--- src/rtl/tdo_capture.sv ---
// tdo_capture: packs the sampled TDO stream LSB first into D_WIDTH-bit
// words and writes them to the vector_2 RAM port from a programmed base.
//
// Ports:
//   clk, reset_n             clock, async active-low reset
//   start, abort             one-cycle control pulses
//   cap_base, cap_bits       capture base address and bit count
//   tdo, tdo_valid           sampled TDO bit and its strobe
//   vector_2_addr/we/wr_data registered RAM write port
//   busy, done               capture in progress, completion pulse
//   bits_captured            bits accepted since last accepted start
//   overrun                  sticky: strobe seen outside a capture

module tdo_capture #(
    parameter int D_WIDTH = 8,
    parameter int A_WIDTH = 12
) (
    input  logic               clk,
    input  logic               reset_n,
    input  logic               start,
    input  logic               abort,
    input  logic [A_WIDTH-1:0] cap_base,
    input  logic [15:0]        cap_bits,
    input  logic               tdo,
    input  logic               tdo_valid,
    output logic [A_WIDTH-1:0] vector_2_addr,
    output logic               vector_2_we,
    output logic [D_WIDTH-1:0] vector_2_wr_data,
    output logic               busy,
    output logic               done,
    output logic [15:0]        bits_captured,
    output logic               overrun
);

    localparam int IW = (D_WIDTH > 1) ? $clog2(D_WIDTH) : 1;
    localparam logic [IW-1:0] IDX_LAST = IW'(D_WIDTH - 1);

    localparam logic ST_IDLE    = 1'b0;
    localparam logic ST_CAPTURE = 1'b1;

    logic               state;
    logic [A_WIDTH-1:0] cur_addr;
    logic [15:0]        len;
    logic [IW-1:0]      idx;
    logic [D_WIDTH-1:0] shreg;

    logic               accept_start;
    logic               take_bit;
    logic               idx_last;
    logic               last_bit;
    logic               word_done;
    logic [IW-1:0]      idx_next;
    logic [D_WIDTH-1:0] next_word;

    always_comb begin
        // abort outranks both a start and a strobe in the same cycle
        accept_start = (state == ST_IDLE) && start && !abort;
        take_bit     = (state == ST_CAPTURE) && tdo_valid && !abort;
        idx_last     = (idx == IDX_LAST);
        last_bit     = ((bits_captured + 16'd1) == len);
        word_done    = take_bit && (idx_last || last_bit);
        idx_next     = idx_last ? '0 : idx + 1'b1;
        // shreg is cleared after every write, so the unfilled upper
        // bits of a short final word are already zero
        next_word      = shreg;
        next_word[idx] = tdo;
    end

    assign busy = (state == ST_CAPTURE);

    always_ff @(posedge clk or negedge reset_n) begin
        if (!reset_n) begin
            state            <= ST_IDLE;
            cur_addr         <= '0;
            len              <= '0;
            idx              <= '0;
            shreg            <= '0;
            bits_captured    <= '0;
            overrun          <= 1'b0;
            done             <= 1'b0;
            vector_2_we      <= 1'b0;
            vector_2_addr    <= '0;
            vector_2_wr_data <= '0;
        end else begin
            done        <= 1'b0;
            vector_2_we <= 1'b0;

            if (state == ST_IDLE) begin
                if (accept_start) begin
                    cur_addr      <= cap_base;
                    len           <= cap_bits;
                    bits_captured <= '0;
                    idx           <= '0;
                    shreg         <= '0;
                    // the clear beats a strobe arriving with start
                    overrun       <= 1'b0;
                    if (cap_bits == 16'd0) begin
                        done <= 1'b1;
                    end else begin
                        state <= ST_CAPTURE;
                    end
                end else if (tdo_valid) begin
                    overrun <= 1'b1;
                end
            end else begin
                if (abort) begin
                    state <= ST_IDLE;
                end else if (take_bit) begin
                    bits_captured <= bits_captured + 16'd1;
                    idx           <= idx_next;
                    if (word_done) begin
                        vector_2_we      <= 1'b1;
                        vector_2_addr    <= cur_addr;
                        vector_2_wr_data <= next_word;
                        cur_addr         <= cur_addr + 1'b1;
                        shreg            <= '0;
                    end else begin
                        shreg <= next_word;
                    end
                    if (last_bit) begin
                        done  <= 1'b1;
                        state <= ST_IDLE;
                    end
                end
            end
        end
    end

endmodule

--- config.mk ---
export PLATFORM = sky130hd
export DESIGN_NAME = tdo_capture
export DESIGN_NICKNAME = d
export VERILOG_FILES = /design/src/rtl/tdo_capture.sv
export SDC_FILE = /design/constraint.sdc
export NUM_CORES = 1
export LEC_CHECK = 0
export ABC_AREA = 0
export CAP_MARGIN = 30
export CORE_ASPECT_RATIO = 0.75
export CORE_UTILIZATION = 30
export CTS_CLUSTER_DIAMETER = 50
export DETAILED_ROUTE_END_ITERATION = 6
export PLACE_DENSITY = 0.56
export SLEW_MARGIN = 25
export SYNTH_ARGS = -nofsm -noshare
export SYNTH_HDL_FRONTEND = slang
export SYNTH_SLANG_ARGS = --single-unit
--- constraint.sdc ---
create_clock -name clk -period 2.6 [get_ports clk]
set_input_delay 0.39 -clock clk [delete_from_list [all_inputs] [get_ports clk]]
set_output_delay 0.39 -clock clk [all_outputs]
set_load 0.03 [all_outputs]
==> metrics.md, run 1 <==
| Metric | Value |
|---|---|
| CP Launch Type | flop |
| Core Area | 13,700 µm² |
| EDFF count, synth | 0 |
| Final worst path period share | 104.7% |
| Global-route wire length before repair | 20.79 mm |
| All-Layer GR Usage | 18.27% |
| Worst reg-to-reg setup slack | -0.12 ns |
| Crit path max fanout | 4 |
| Status | finished, violations left |
| Top-area cell type share of the netlist area | 46.83% |
| Synth area leader | dfrtp_1 |
| DRC errors left | 1 |
| P_leak | 2.812 nW |
| Vias | 4,072 |
| CTS clock-pin slew for the worst setup and hold paths | 0.06 ns |
| Arrival time worst endpoint | 2.98 ns |
| Sequential power share | 42.3% |
| Fill count | 1,316 |
| Area contributors post-synth | dfrtp_1 (47%), nand2_1 (10%), nor2_1 (3.8%) |
| Worst r2r path cells | 9 |
| Failing checks | design-rule violations, negative setup slack |
| I/O Buffers | 73 |
| Count of maximum capacitance violations | 0 |
| Mapped cell area | 4222 µm² |
| CP Capture Type | flop |
| Root Buffer | clkbuf_16 |
| Starting DRT DRC Count | 259 |
| Final-stage net count | 648 |
| Flops & latches, synth | 79 |
| Worst R2R End | cur_addr[6]$_DFFE_PN0P_ |
| Rows | 37 |
| Syn-to-layout area delta | 51.54% |
| Post-synth ARST share | 100.0% |
| Final hold slack | 0.03639 ns |
| Yosys Warn Count | 0 |
| Crit path required time | 2.86 ns |
| Crit path from | bits_captured[0]$_DFFE_PN0P_ |
| CTS buffer count | 9 |
| Die H | 104.7 µm |
| Synth Area in Compound Gates | 15.74% |
| Slew Limit Headroom | 51.46% |
| Most used flip-flop cell after synthesis | dfrtp_1 |
| Worst slew pin tran | 0.7273 ns |
| Distinct cells, synth | 56 |
| Post-synthesis sequential area ratio | 46.83% |
| Achievable Freq | 367.5 MHz |
| Number of global-route vias before repair | 3,906 |
| Vias per cell | 5.168 |
| Final Critical Period | 2.721 ns |
| Critical R2R Launch | bits_captured[0]$_DFFE_PN0P_ |
| Worst Skew | 0.008437 ns |
| Crit path to | cur_addr[6]$_DFFE_PN0P_ |
| Most frequent cell after synthesis | nand2_1 |
| PnR worst setup slack | -0.1214 ns |
| RD Place Congestion | 0.8540 |
| Sw Share | 27.90% |
| Finished Core Util | 46.69% |
| WS Path Type | reg2reg |
| CTS tree | done |
| Largest family of logic cells by synthesized area | simple AND/OR/NAND/NOR gates |
| Hold Path Class | in2async |
| Post-Syn Instances | 480 |
| XOR/XNOR share of the synthesized area | 5.365% |
| Mean routed wirelength per cell | 16.45 µm |
| Worst-skew pair later-pin latency | 0.35 ns |
| Die Wd | 139.0 µm |
| Fin Setup TNS | -0.4085 ns |
| Logic gate share of total power | 18.1% |
| Mux cell area share after synthesis | 2.667% |
| H-tree levels | 3 |
| Fraction of layout cells with a size suffix above 1 | 25.29% |
| DP HPWL | 9.162 mm |
| Pins Over Slew Limit | 0 |
| Antenna cells | 0 |
| Initial Utilization | 30.81% |
| Pint | 2.508 mW |
| CTS max path bufs | 2 |
| Grt ovf | 0 |
| # clock sinks | 79 |
| Largest net degree at the start of global routing | 44 |
| Worst IR Drop VDD | 0.4894 mV |
| Clk network pwr share | 39.6% |
| Mapped Nets | 518 |
| Pre-antenna DRT Iters | 7 |
| Routed wire length | 12.96 mm |
| RSZ-0062 raised after global routing | true |
| IO Pins | 74 |
| Final setup vio count | 7 |
| Initial antenna violation count | 0 |
| Simple-Gate Fraction of Synth Area | 24.60% |
| Final ANT Viol Nets | 0 |
| Final hold viol count | 0 |
| Power Density | 543.7 nW/µm² |
| Syn Area/Cell | 8.795 µm² |
| Die ar. | 14,550 µm² |
| Switching pwr | 0.9704 mW |
| Post-synth top cells | nand2_1 (112), dfrtp_1 (79), nor2_1 (43), o21ai_0 (29), a21oi_1 (21) |
| Adder-cell share of the synthesized area | 1.186% |
[cell families after synthesis]
group / count (synthesis)
AOI/OAI and AO/OA: 101
buffers and inverters: 38
DFF: 79
and+or+nand+nor: 222
xor gates and xnor gates: 25
muxes: 11
adders and majority gates: 4
[what timing repair did]
action | CTS | global route
pin swaps | 6 | 19
resized for setup | 16 | 70
hold buffers | 0 | 0
setup buffers | 3 | 3
cloned | 1 | 3
endpoints found under the setup margin | 39 | 40
[power groups by stage]
| stage | combinational [mW] | clock (mW) | sequential [mW] |
|---|---|---|---|
| 6_report | 0.628 | 1.38 | 1.47 |
| 5_1_grt | 0.690 | 1.46 | 1.49 |
| 4_1_cts | 0.594 | 1.41 | 1.46 |
| 3_5_place_dp | 0.572 | 0 | 1.49 |
| 3_3_place_gp | 0.560 | 0 | 1.48 |
| 2_1_floorplan | 0.320 | 0 | 1.47 |
[critical path, stage by stage (launching register included)]
cell and delay [ns]:
dfrtp_2 0.40, ha_4 0.15, nand4_4 0.14, or4_4 0.60, xnor2_4 0.20, o2111ai_4 0.14
or4_4 0.48, a21oi_4 0.20, a311oi_1 0.12, nor3_1 0.19
[cell usage in the layout, fill, tap and decap left out, types with 4 or more instances in the layout]
master | Yosys | final
nand2_1 | 112 | 106
dfrtp_1 | 79 | 75
clkdlybuf4s50_1 | 0 | 72
buf_4 | 0 | 65
nor2_1 | 43 | 33
o21ai_0 | 29 | 21
nand3_1 | 15 | 14
a21oi_1 | 21 | 14
xnor2_1 | 14 | 12
clkbuf_16 | 0 | 11
xor2_1 | 10 | 10
nand4_1 | 9 | 9
mux2i_1 | 9 | 9
nor2_4 | 0 | 9
nor3_1 | 9 | 8
inv_1 | 8 | 8
o31ai_1 | 14 | 8
a21oi_2 | 1 | 7
o22ai_1 | 7 | 6
nand2_2 | 0 | 5
nor4_1 | 5 | 4
and2_1 | 4 | 4
nor3b_1 | 4 | 4
o21ai_1 | 0 | 4
o21ai_2 | 0 | 4
dfrtp_2 | 0 | 4
[worst min-delay path by stage]
| stage | from | to | slack (ns) | depth (start not counted) |
|---|---|---|---|---|
| 2_1_floorplan | reset_n | bits_captured[0]$_DFFE_PN0P_ | 0.09 | 0 |
| 3_3_place_gp | reset_n | vector_2_addr[6]$_DFFE_PN0P_ | 0.42 | 1 |
| 3_5_place_dp | reset_n | vector_2_addr[7]$_DFFE_PN0P_ | 0.43 | 1 |
| 4_1_cts | reset_n | vector_2_addr[4]$_DFFE_PN0P_ | 0.06 | 1 |
| 5_1_grt | reset_n | vector_2_addr[4]$_DFFE_PN0P_ | 0.08 | 1 |
| 6_report | reset_n | vector_2_addr[4]$_DFFE_PN0P_ | 0.04 | 1 |
[state kept, by name, indices dropped and copies added (netlist names)]
name,cells
bits_captured,16
busy,1
cur_addr,12
done,1
idx,3
len,16
overrun,1
shreg,8
vector_2_addr,12
vector_2_we,1
vector_2_wr_data,8
[metal layers]
layer | part of all wire (%) | up-vias | GRT usage [%]
li1 | - | 1957 | -
met1 | 49 | 1998 | 26.02
met2 | 44 | 109 | 26.88
met3 | 6.8 | 8 | 5.179
met4 | 0.56 | 0 | 4.921
met5 | 0 | - | 0
[layout make-up]
cell class,count,area (µm²),share of cell area (%)
Multi-Input combinational cell,363,2427,37.94
Tap cell,175,219.0,3.423
Inverter,10,53.80,0.8410
Timing Repair inverter,1,16.27,0.2543
Clock buffer,11,252.7,3.951
Timing Repair Buffer,146,1379,21.55
Clock inverter,3,67.56,1.056
Sequential cell,79,1982,30.98
[stage by stage]
| stage | total power [mW] | worst slack (ns) | cell area (µm²) | instances |
|---|---|---|---|---|
| final | 3.478 | -0.1214 | 6397 | 788 |
| after global routing | 3.638 | -0.2257 | 6397 | 788 |
| after CTS | 3.466 | -0.09084 | 6046 | 782 |
| after detailed placement | 2.058 | -0.5021 | 5599 | 764 |
| after global placement | 2.044 | -0.2839 | 5597 | 764 |
| after floorplan | 1.793 | -0.2414 | 4295 | 480 |
(Power assumes the default switching activity.)
==> run 2, diff against run 1 <==
--- a/config.mk
+++ b/config.mk
@@ -14,2 +14,3 @@
 export PLACE_DENSITY = 0.56
+export RECOVER_POWER = 50
 export SLEW_MARGIN = 25
--- a/constraint.sdc
+++ b/constraint.sdc
@@ -3,2 +3,2 @@
 set_output_delay 0.39 -clock clk [all_outputs]
-set_load 0.03 [all_outputs]
+set_load 0.01 [all_outputs]
==> metrics.md, run 2 (same netlist as run 1, synthesis figures left out) <==
| Metric | Value |
|---|---|
| Core Area | 13,700 µm² (unchanged) |
| DRC errors left | 3 (+2) |
| Final ANT Viol Nets | 0 (unchanged) |
| H-tree levels | 3 (unchanged) |
| Final instance area | 6382 µm² (-0.23%) |
| Fill count | 1,287 (-2.2%) |
| Starting DRT DRC Count | 323 (+25%) |
| Sw Share | 27.32% (-0.58 points) |
| Commonest cells after routing, fill and taps aside | nand2_1 (106), dfrtp_1 (73), clkdlybuf4s50_1 (72), buf_4 (65), nor2_1 (37) |
| Count of maximum capacitance violations | 1 (+1) |
| Grt ovf | 0 (unchanged) |
| DP HPWL | 9.058 mm (-1.1%) |
| Hold Path Class | reg2reg |
| Sequential power share | 41.2% (-1.1 points) |
| I/O Buffers | 73 (unchanged) |
| Routed wire length | 13.13 mm (+1.3%) |
| Status | finished, violations left |
| Pint | 2.592 mW (+3.4%) |
| Power Density | 558.8 nW/µm² (+2.8%) |
| Logic gate share of total power | 17.5% (-0.6 points) |
| Top Registers | bits_captured: 16 flops, len: 16 flops |
| Worst IR Drop VDD | 0.3568 mV (-27%) |
| Rows | 37 (unchanged) |
| CP max-delay cell | or4_4 |
| WS Path Type | reg2reg |
| Area of the multi-input gates | 2427 µm² (unchanged) |
| Failing checks | design-rule violations, max-capacitance violations, max-slew violations, negative setup slack |
| CP Capture Type | flop |
| Post-DP Area | 5537 µm² (-1.1%) |
| Clk network pwr share | 41.3% (+1.7 points) |
| Global-route wire length before repair | 20.90 mm (+0.53%) |
| Worst-skew pair later-pin latency | 0.34 ns (about the same) |
| Switching pwr | 0.9743 mW (+0.40%) |
| CP cell instances | ha_4 > nand4_4 > or4_4 > xnor2_4 > o2111ai_4 > nor4_4 > nor2_4 > or3_1 > a211oi_2 |
| Worst slew pin tran | 1.655 ns (+0.9273 ns) |
| CTS tree | done |
| Vias per cell | 5.149 (-0.36%) |
| All-Layer GR Usage | 18.34% (+0.066 points) |
| Final setup vio count | 8 (+1) |
| Commonest non-fill, non-tap cell in the layout | nand2_1 |
| Final hold viol count | 0 (unchanged) |
| PnR worst setup slack | -0.1381 ns (-0.01667 ns) |
| Finished Core Util | 46.58% (-0.11 points) |
| Achievable Freq | 365.2 MHz (-0.61%) |
| Root Buffer | clkbuf_16 |
| Largest net degree at the start of global routing | 65 (+48%) |
| Reg area | 1984 µm² (+0.13%) |
| RSZ-0062 raised after global routing | true |
| Final Critical Period | 2.738 ns (+0.01667 ns) |
| Worst path max stage delay | 0.60 ns (about the same) |
| Crit path max fanout | 8 (+4) |
| P_leak | 2.818 nW (+0.22%) |
| CTS max path bufs | 2 (unchanged) |
| Initial Utilization | 30.81% (unchanged) |
| Slew Limit Headroom | -10.31% (-62 points) |
| Pre-antenna DRT Iters | 7 (unchanged) |
| Worst Skew | 0.005917 ns (-0.002520 ns) |
| Antenna cells | 0 (unchanged) |
| Hold_buf cts | 0 (unchanged) |
| Pins Over Slew Limit | 65 (+65) |
| Die Wd | 139.0 µm (unchanged) |
| Arrival time worst endpoint | 2.99 ns (about the same) |
| Syn-to-layout area delta | 51.19% |
| Die H | 104.7 µm (unchanged) |
| RD Place Congestion | 0.8204 (-3.9%) |
| CTS buffer count | 9 (unchanged) |
| Vias | 4,078 (+0.15%) |
| Number of global-route vias before repair | 3,940 (+0.87%) |
| Crit path required time | 2.85 ns (about the same) |
| Final worst path period share | 105.3% (+0.64 points) |
| Initial antenna violation count | 0 (unchanged) |
| CP Launch Type | flop |
| Mean routed wirelength per cell | 16.58 µm (+0.78%) |
| IO Pins | 74 (unchanged) |
| # clock sinks | 79 (unchanged) |
| Final-stage net count | 650 (+0.31%) |
| Fraction of layout cells with a size suffix above 1 | 25.61% (+0.32 points) |
| Die ar. | 14,550 µm² (unchanged) |
| CTS clock-pin slew for the worst setup and hold paths | 0.06 ns (about the same) |
## run 2: critical path: cells and delay by family, from the launching register on
kind | cells | cell delay (ns)
adder cells (fa/ha/maj) | 1 | 0.16
XOR/XNOR | 1 | 0.19
flip-flops | 1 | 0.41
AO/OA/AOI/OAI | 2 | 0.35
AND/OR/NAND/NOR | 5 | 1.55
## run 2: final cells by class
| class | instances | share of cell area (%) |
|---|---|---|
| multi-input cells | 363 | 38.03 |
| well taps | 175 | 3.431 |
| repair buffers | 149 | 21.35 |
| clock buffers | 10 | 3.744 |
| clock inverters | 6 | 1.686 |
| flip-flops and latches | 79 | 31.09 |
| inverters | 10 | 0.6665 |
## run 2: power groups by stage
stage / registers, mW / clock network, mW / logic, mW
after floorplan: 1.45 / 0 / 0.320
after global placement: 1.48 / 0 / 0.538
after detailed placement: 1.49 / 0 / 0.550
after CTS: 1.46 / 1.51 / 0.579
after global routing: 1.48 / 1.56 / 0.688
final: 1.47 / 1.47 / 0.623
## run 2: worst paths after layout
kind,start,end,slack [ns],depth (start not counted)
worst max-delay path,bits_captured[0]$_DFFE_PN0P_,cur_addr[11]$_DFFE_PN0P_,-0.14,9
worst min-delay path,vector_2_addr[10]$_DFFE_PN0P_,vector_2_addr[10]$_DFFE_PN0P_,0.47,2
worst max register to register,bits_captured[0]$_DFFE_PN0P_,cur_addr[11]$_DFFE_PN0P_,-0.14,9
worst min register to register,vector_2_addr[10]$_DFFE_PN0P_,vector_2_addr[10]$_DFFE_PN0P_,0.47,2
max in group asynchronous,reset_n,shreg[4]$_DFFE_PN0P_,0.97,2
min in group asynchronous,reset_n,busy$_DFF_PN0_,0.48,1
## run 2: per-layer routing
layer | part of all wire (%) | up-vias | wire length, µm | global-route usage [%]
li1 | - | 1961 | - | -
met1 | 50 | 2008 | 6509 | 26.42
met2 | 45 | 96 | 5883 | 27.24
met3 | 4.8 | 13 | 630 | 4.629
met4 | 0.80 | 0 | 105 | 4.444
met5 | 0 | - | 0 | 0
## run 2: repair_timing
action                     in CTS  in global routing
resized for setup              18                 61
setup buffers                   7                 10
gates cloned                    0                  3
pin swaps                       9                 17
setup endpoints to repair      29                 41
## run 2: through the flow
stage / hold slack, ns / setup WS [ns] / TNS, ns / total power, mW / std cells
global route: 0.5101 / -0.2288 / -3.736 / 3.725 / 792
floorplan: 0.09441 / -0.1453 / -0.5744 / 1.774 / 480
CTS: 0.1999 / -0.1366 / -0.5030 / 3.549 / 780
detailed placement: 0.4658 / -0.3813 / -8.042 / 2.036 / 758
finish: 0.4705 / -0.1381 / -0.4588 / 3.566 / 792
global placement: 0.4580 / -0.2850 / -5.306 / 2.019 / 758
